[src/rtl/fp_pkg.sv]
// Shared single-precision constants and FSM encoding for the integer/float datapath.
`default_nettype none

package fp_pkg;

  localparam int EXP_W  = 8;
  localparam int MANT_W = 23;
  localparam int BIAS   = 127;

  localparam int SIGN_POS = 31;
  localparam int EXP_MSB  = 30;
  localparam int EXP_LSB  = 23;
  localparam int MANT_MSB = 22;
  localparam int MANT_LSB = 0;

  localparam int STATE_W = 5;

  typedef enum logic [STATE_W-1:0] {
    ST_IDLE  = 5'b00001,
    ST_ABS   = 5'b00010,
    ST_NORM  = 5'b00100,
    ST_ROUND = 5'b01000,
    ST_DONE  = 5'b10000
  } state_t;

  // Exponent of a 32-bit magnitude whose MSB sits at bit 31.
  localparam logic [EXP_W-1:0] EXP_INIT = 8'(BIAS + 31);

endpackage

`default_nettype wire

[src/rtl/fp_rne_round.sv]
// Round-to-nearest-even on a normalised 24-bit significand and pack the IEEE-754 single.
`default_nettype none

module fp_rne_round
  import fp_pkg::*;
(
  input  logic              i_sign,
  input  logic [EXP_W-1:0]  i_exp,
  input  logic [MANT_W:0]   i_sig,
  input  logic              i_guard,
  input  logic              i_sticky,
  output logic [31:0]       o_result
);

  logic              w_inc;
  logic [MANT_W:0]   w_sum;
  logic [EXP_W-1:0]  w_exp;
  logic [MANT_W-1:0] w_mant;
  logic              w_unused_hidden;

  assign w_unused_hidden = i_sig[MANT_W];

  // On mantissa carry-out the low bits wrap to zero, which is the required mantissa.
  always_comb begin
    w_inc    = i_guard & (i_sticky | i_sig[0]);
    w_sum    = {1'b0, i_sig[MANT_W-1:0]} + {{MANT_W{1'b0}}, w_inc};
    w_mant   = w_sum[MANT_W-1:0];
    w_exp    = i_exp + {{(EXP_W-1){1'b0}}, w_sum[MANT_W]};
    o_result = {i_sign, w_exp, w_mant};
  end

endmodule

`default_nettype wire

[src/rtl/int_to_fp.sv]
// Multi-cycle 32-bit integer to IEEE-754 single converter with iterative normalisation.
`default_nettype none

module int_to_fp
  import fp_pkg::*;
#(
  parameter bit SIGNED = 1'b1
) (
  input  logic        clk,
  input  logic        reset,
  input  logic        start,
  input  logic [31:0] a,
  output logic [31:0] result,
  output logic        done
);

  state_t             r_state;
  logic [31:0]        r_a;
  logic [31:0]        r_mag;
  logic [EXP_W-1:0]   r_exp;
  logic               r_sign;

  logic               w_sign_in;
  logic [31:0]        w_abs;
  logic [31:0]        w_rounded;

  // Negating 0x80000000 yields itself, which is the correct unsigned magnitude.
  assign w_sign_in = SIGNED ? r_a[31] : 1'b0;
  assign w_abs     = w_sign_in ? (~r_a + 32'd1) : r_a;

  fp_rne_round u_round (
    .i_sign   (r_sign),
    .i_exp    (r_exp),
    .i_sig    (r_mag[31:8]),
    .i_guard  (r_mag[7]),
    .i_sticky (|r_mag[6:0]),
    .o_result (w_rounded)
  );

  always_ff @(posedge clk) begin
    if (reset) begin
      r_state <= ST_IDLE;
      r_a     <= 32'd0;
      r_mag   <= 32'd0;
      r_exp   <= '0;
      r_sign  <= 1'b0;
      result  <= 32'd0;
      done    <= 1'b0;
    end else begin
      done <= 1'b0;
      case (r_state)
        ST_IDLE: begin
          if (start) begin
            r_a     <= a;
            r_state <= ST_ABS;
          end
        end
        ST_ABS: begin
          r_sign <= w_sign_in;
          r_mag  <= w_abs;
          r_exp  <= EXP_INIT;
          if (w_abs == 32'd0) begin
            result  <= 32'd0;
            done    <= 1'b1;
            r_state <= ST_DONE;
          end else begin
            r_state <= ST_NORM;
          end
        end
        ST_NORM: begin
          if (r_mag[31]) begin
            r_state <= ST_ROUND;
          end else begin
            r_mag <= r_mag << 1;
            r_exp <= r_exp - 8'd1;
          end
        end
        ST_ROUND: begin
          result  <= w_rounded;
          done    <= 1'b1;
          r_state <= ST_DONE;
        end
        ST_DONE: begin
          r_state <= ST_IDLE;
        end
        default: begin
          r_state <= ST_IDLE;
        end
      endcase
    end
  end

endmodule

`default_nettype wire

[config.mk]
export PLATFORM = sky130hd
export DESIGN_NAME = int_to_fp
export DESIGN_NICKNAME = d
export VERILOG_FILES = /design/src/rtl/fp_pkg.sv /design/src/rtl/fp_rne_round.sv /design/src/rtl/int_to_fp.sv
export SDC_FILE = /design/constraint.sdc
export NUM_CORES = 1
export LEC_CHECK = 0
export ABC_AREA = 1
export CAP_MARGIN = 10
export CORE_UTILIZATION = 45
export CTS_BUF_LIST = sky130_fd_sc_hd__clkbuf_16
export CTS_CLUSTER_DIAMETER = 50
export DETAILED_ROUTE_END_ITERATION = 8
export PLACE_DENSITY_LB_ADDON = 0.1
export RECOVER_POWER = 50
export SLEW_MARGIN = 20
export SYNTH_ARGS = -nofsm -noshare
export SYNTH_HDL_FRONTEND = slang
export SYNTH_SLANG_ARGS = --single-unit
[constraint.sdc]
create_clock -name clk -period 4.7 [get_ports clk]
set_input_delay 0.47 -clock clk [delete_from_list [all_inputs] [get_ports clk]]
set_output_delay 0.47 -clock clk [all_outputs]
set_load 0.05 [all_outputs]
# Word-level counts from Yosys, hierarchy flattened
# Cells that the tools add are included.
dict set report word_totals {
  reg_bits 111
  output_inout_bits 33
  elab_cells 44
}
dict set report classes {
  n_addsub 4
  n_eq_ne 8
  muxes 13
  bitwise_logic 3
  reduce_logical 8
}
# op count
set op_table {}
lappend op_table {{$pmux W32 S2} 2}
lappend op_table {{$mux W32} 3}
lappend op_table {{$add A32 B1 Y32 const B} 1}
lappend op_table {{$logic_not A32 Y1} 1}
lappend op_table {{$not A32 Y32} 1}
lappend op_table {{$add A23 B1 Y24} 1}
lappend op_table {{$pmux W5 S4} 1}
lappend op_table {{$pmux W8 S2} 1}
lappend op_table {{$mux W5} 3}
lappend op_table {{$add A8 B1 Y8} 1}
lappend op_table {{$mux W8} 1}
lappend op_table {{$ne A2 B2 Y1 const B} 4}
lappend op_table {{$reduce_and A2 Y1} 4}
lappend op_table {{$sub A8 B1 Y8 const B} 1}
lappend op_table {{$reduce_or A7 Y1} 1}
lappend op_table {{$eq A5 B1 Y1 const B} 1}
lappend op_table {{$eq A5 B2 Y1 const B} 1}
lappend op_table {{$eq A5 B3 Y1 const B} 1}
lappend op_table {{$eq A5 B4 Y1 const B} 1}
lappend op_table {{$reduce_bool A2 Y1} 2}
lappend op_table {{$pmux W1 S2} 1}
lappend op_table {{$and A1 B1 Y1} 1}
lappend op_table {{$mux W1} 1}
lappend op_table {{$or A1 B1 Y1} 1}

# Logic depth before layout (Yosys ltp)
dict set report depth {
  word_depth 6
  mapped_depth 17
  mapped_depth_nobuf 17
}

# By module
# Synthesis repeated with hierarchy kept, for this count alone.
dict set report unflattened {
  hier_cells 931
  area_unflattened_um2 6236.0
}
# mod instances cells_per_inst area_each_um2
set modules_own_cells {}
lappend modules_own_cells {int_to_fp 1 794 5380.2}
lappend modules_own_cells {fp_rne_round 1 137 855.8}

# Worst setup path after synthesis
# OpenSTA, ideal clock, no wires.
dict set report synth_timing {
  path_kind {register to register}
  from {register r_mag[8]}
  to {register result[29]}
  t_arrival_ns 2.630
  required_ns 4.629
  path_slack_ns 1.999
  stages_incl_launch_ff 17
  n_path_buf 0
  synth_period_minus_slack_ns 2.701
  path_cell_list {dfxtp_1 > nand2_1 > nor2_2 > nand3_1 > nor2_2 > nand3_2 > nor2_2 > nand3_2 > nor2_4 > nor4b_1 > ha_1 > ha_1 > nand3_1 > nor2_1 > a21oi_1 > or3_1 > a21oi_1}
}
dict set report synth_via {
  elab_chain_cells 5
}
# element line
set synth_lines {}
lappend synth_lines {{from (decl)} int_to_fp.sv:19} ;# logic [31:0] r_mag;
lappend synth_lines {{from (signal assigned)} int_to_fp.sv:60} ;# r_mag <= w_abs;
lappend synth_lines {{from (signal assigned)} int_to_fp.sv:74} ;# r_mag <= r_mag << 1;
lappend synth_lines {{$or A1 B1 Y1} fp_rne_round.sv:25} ;# w_inc = i_guard & (i_sticky | i_sig[0]);
lappend synth_lines {{$and A1 B1 Y1} fp_rne_round.sv:25}
lappend synth_lines {{$add A23 B1 Y24 *} fp_rne_round.sv:26} ;# w_sum = {1'b0, i_sig[MANT_W-1:0]} + {{MANT_W{1'b0}}, w_inc};
lappend synth_lines {{$add A8 B1 Y8 *} fp_rne_round.sv:28} ;# w_exp = i_exp + {{(EXP_W-1){1'b0}}, w_sum[MANT_W]};
lappend synth_lines {{$pmux W32 S2 *} int_to_fp.sv:51} ;# case (r_state)
lappend synth_lines {{to (signal assigned)} int_to_fp.sv:79} ;# result <= w_rounded;
lappend synth_lines {{to (decl)} int_to_fp.sv:13} ;# output logic [31:0] result,
# Every way passes the cells marked *; elsewhere a longest branch is shown, timed or not.
# A chain may end at the register's enable or synchronous reset.

# Final worst setup path
dict set report layout_timing {
  from {register r_a[31]}
  to {register result[13]}
}
dict set report layout_via {
  elab_chain_cells 6
}
# element line
set layout_lines {}
lappend layout_lines {{from (decl)} int_to_fp.sv:18} ;# logic [31:0] r_a;
lappend layout_lines {{from (signal assigned)} int_to_fp.sv:43} ;# r_a <= 32'd0;
lappend layout_lines {{from (signal assigned)} int_to_fp.sv:54} ;# r_a <= a;
lappend layout_lines {{$not A32 Y32} int_to_fp.sv:29} ;# assign w_abs = w_sign_in ? (~r_a + 32'd1) : r_a;
lappend layout_lines {{$add A32 B1 Y32} int_to_fp.sv:29}
lappend layout_lines {{$mux W32 *} int_to_fp.sv:29}
lappend layout_lines {{$logic_not A32 Y1 *} int_to_fp.sv:62} ;# if (w_abs == 32'd0) begin
lappend layout_lines {{$ne A2 B2 Y1 (no source line) *} -}
lappend layout_lines {{$reduce_and A2 Y1 (no source line) *} -}
# Marked as above.

==> results.txt <==
Result of the run: finished, violations left
Failing checks: max-capacitance violations, max-slew violations
Top FF cell, synth: dfxtp_1
Initial DRC Count: 428
Clock Latency Late Sink: 0.36 ns
Total negative slack: 0 ns
Worst EP arrival: 3.63 ns
Clk root buf: clkbuf_16
I/O pin cnt: 68
Initial Utilization: 46.0%
Power Total: 2.29 mW
Peak VDD IR: 0.158 mV
Hold Path Class: reg -> reg
DRC viols: 0
DR pass1 iterations: 6
ANT cells: 0
Crit path max fanout: 35
Die Width: 118 um
Post-synth cell types: 44
Crit. End Element: flop
Die Ht: 118 um
Multiplexer share of the synthesized area: 0%
PD cells: 324 mW/mm^2
RePlAce Congestion: 0.884
Maxcap violations: 1
Synth Area in Adders: 1.03%
Syn_nets: 952
Clock transition at path regs: 0.07 ns
Crit path kind: reg -> reg
Largest family of logic cells by synthesized area: simple AND/OR/NAND/NOR gates
M3 GR Usage: 2.91%
Fraction of layout cells with a size suffix above 1: 7.53%
Number of post-CTS setup repair buffers: 0
Final-report hold violation count: 0
Cell mode on critical path: nand3_1
Top Usage Layer GRT: met2
Vias per std cell: 5.15
Post-Synth XOR/XNOR Area: 0.866%
F_max: 292 MHz
Initial antenna violation count: 0
Synthesized area per cell: 6.65 um^2
CTS Buffer Depth: 2
GRT overflow: 0
CP max stage cell: clkbuf_1
Post-synthesis simple-gate area fraction: 35.3%
Post-CTS resize count: 0
Tcrit/Tclk final: 72.9%
CTS Buf Count: 9
Area of the mapped netlist: 0.00607 mm^2
Compound-Gate Fraction of Synth Area: 17.2%
Startpoint type of the worst setup path: flop
Crit-path max cell delay: 0.80 ns
CTS Hold Bufs: 0
Tot GR Track Use: 22.9%
FF/Latch Area: 0.00222 mm^2
Slew Viols, Final: 66
Post-synthesis register bit count: 111
H-tree levels: 3
Worst-case clock skew: 0.00650 ns
Asr flop ratio synth: 0%
DIE AREA: 0.0140 mm^2
First-pass GRT wire length: 25900 um
CP Cell Sequence: clkbuf_1 -> o21ai_0 -> nand3_1 -> nand2_1 -> nor2_1 -> nand3_1 -> nor2_2 -> nand3_4 -> nand3_1 -> a21oi_1
Slew margin rel.: -16.9%
Fillers: 1383
Layout area overhead: 16.6%
Core ar.: 0.0132 mm^2
Commonest non-fill, non-tap cells in the layout: nand2_1, dfxtp_1, a21oi_1, inv_1, nor2_1
YS warnings: 0
Post-synth EDFFs: 0
HPWL after DPL: 10700 um
Measured slew at the worst slew-check pin: 1.75 ns
Drt total wl: 15000 um
Port buffer count: 67
Nets: 992
Row count: 42
Wire length per cell: 13.3 um
Synthesized instance count: 912
GR Layer Usage met2: 35.8%
Vias in the first global route: 5422
DRT antenna net count: 0
Required @ worst endpoint: 4.90 ns
Area of the multi-input gates: 0.00331 mm^2
Leak pwr: 2.81 nW
Commonest non-fill, non-tap cell in the layout: nand2_1
# clock sinks: 111
Largest net degree at the start of global routing: 74
M1 GR Usage: 32.2%
Register area share after synthesis: 36.6%
Vias: 5835
RSZ-0062 raised after global routing: false
CTS tree: yes
Final min period: 3.43 ns
Endpoints failing setup: 0
[synthesized netlist by cell type (2+ instances only)]
cell type | instances | area [um^2]
xor2_1 | 6 | 52.6
nand2_2 | 8 | 50.1
nor4_1 | 5 | 31.3
ha_1 | 5 | 62.6
clkbuf_1 | 28 | 105
nand2_1 | 243 | 912
a21o_1 | 3 | 22.5
nor3_1 | 5 | 25.0
inv_1 | 82 | 308
nor2_1 | 77 | 289
nor2_2 | 13 | 81.3
or2_0 | 2 | 12.5
nand3_1 | 69 | 345
a21oi_2 | 2 | 17.5
o21ai_0 | 53 | 265
inv_2 | 4 | 15.0
nand4_1 | 13 | 81.3
or3_1 | 3 | 18.8
nand3_2 | 16 | 160
or2_2 | 6 | 37.5
nor2_4 | 3 | 33.8
o22ai_1 | 3 | 18.8
a21oi_1 | 82 | 410
buf_6 | 5 | 56.3
a211o_1 | 3 | 26.3
a31oi_1 | 30 | 188
nand3b_1 | 3 | 22.5
o21ai_1 | 8 | 40.0
buf_2 | 7 | 35.0
dfxtp_1 | 111 | 2220
[state kept, by name, summed over array words and instances, names as in the netlist]
register and count:
result 32, r_exp 8, r_sign 1, r_mag 32, done 1, r_a 32
r_state 5
[report_power, final]
| part | internal [mW] | leakage [nW] | switching [mW] | total (mW) |
|---|---|---|---|---|
| clock network | 0.459 | 0.154 | 0.348 | 0.807 |
| registers | 0.983 | 0.902 | 0.0471 | 1.03 |
| logic | 0.156 | 1.76 | 0.301 | 0.457 |
| total | 1.60 | 2.81 | 0.696 | 2.29 |
[worst paths after layout]
| path | from | end | slack [ns] | cells past startpoint |
|---|---|---|---|---|
| setup / recovery | r_a[31]$_SDFFE_PP0P_ | result[13]$_SDFFE_PP0P_ | 1.27 | 10 |
| hold / removal | result[18]$_SDFFE_PP0P_ | result[18]$_SDFFE_PP0P_ | 0.47 | 2 |
| setup reg to reg | r_a[31]$_SDFFE_PP0P_ | result[13]$_SDFFE_PP0P_ | 1.27 | 10 |
| hold reg to reg | result[18]$_SDFFE_PP0P_ | result[18]$_SDFFE_PP0P_ | 0.47 | 2 |
[per-layer routing]
metal | share of wire [%] | wire length [um] | up-vias
met1 | 51 | 7680 | 2595
met2 | 44 | 6600 | 125
met5 | 0 | 0 | -
met4 | 1.7 | 255 | 0
met3 | 3.3 | 493 | 17
li1 | - | - | 3098
[cells by family after synthesis]
family / Yosys count
xor+xnor: 6
compound gates: 190
fa+ha+maj: 5
flops: 111
buf+inv: 130
simple gates: 470
[through the flow]
step	utilization [%]	instances	worst slack (ns)	area, um^2	hold WS [ns]
after global routing	53.6	1132	0.963	7070	0.489
final	53.6	1132	1.27	7070	0.468
after detailed placement	51.4	1117	1.56	6780	0.465
after global placement	51.4	1117	1.64	6780	0.458
after CTS	53.7	1132	1.52	7090	0.474
after floorplan	-	912	2.00	6070	0.442
[layout make-up]
class	count	share of cell area, %
sequential	111	31.4
clock buffer	9	3.18
inverter	88	4.71
tap	176	3.11
clock inverter	6	1.10
timing repair buffer	71	9.73
multi-input combinational	671	46.8
[worst max-delay path, delay by kind of cell, from the launching register on]
kind	cells	cell delay (ns)
and+or+nand+nor	7	1.25
DFF	1	0.72
buffers and inverters	1	0.80
AOI/OAI and AO/OA	2	0.49
No activity file was read; power rests on OpenSTA's default activity.
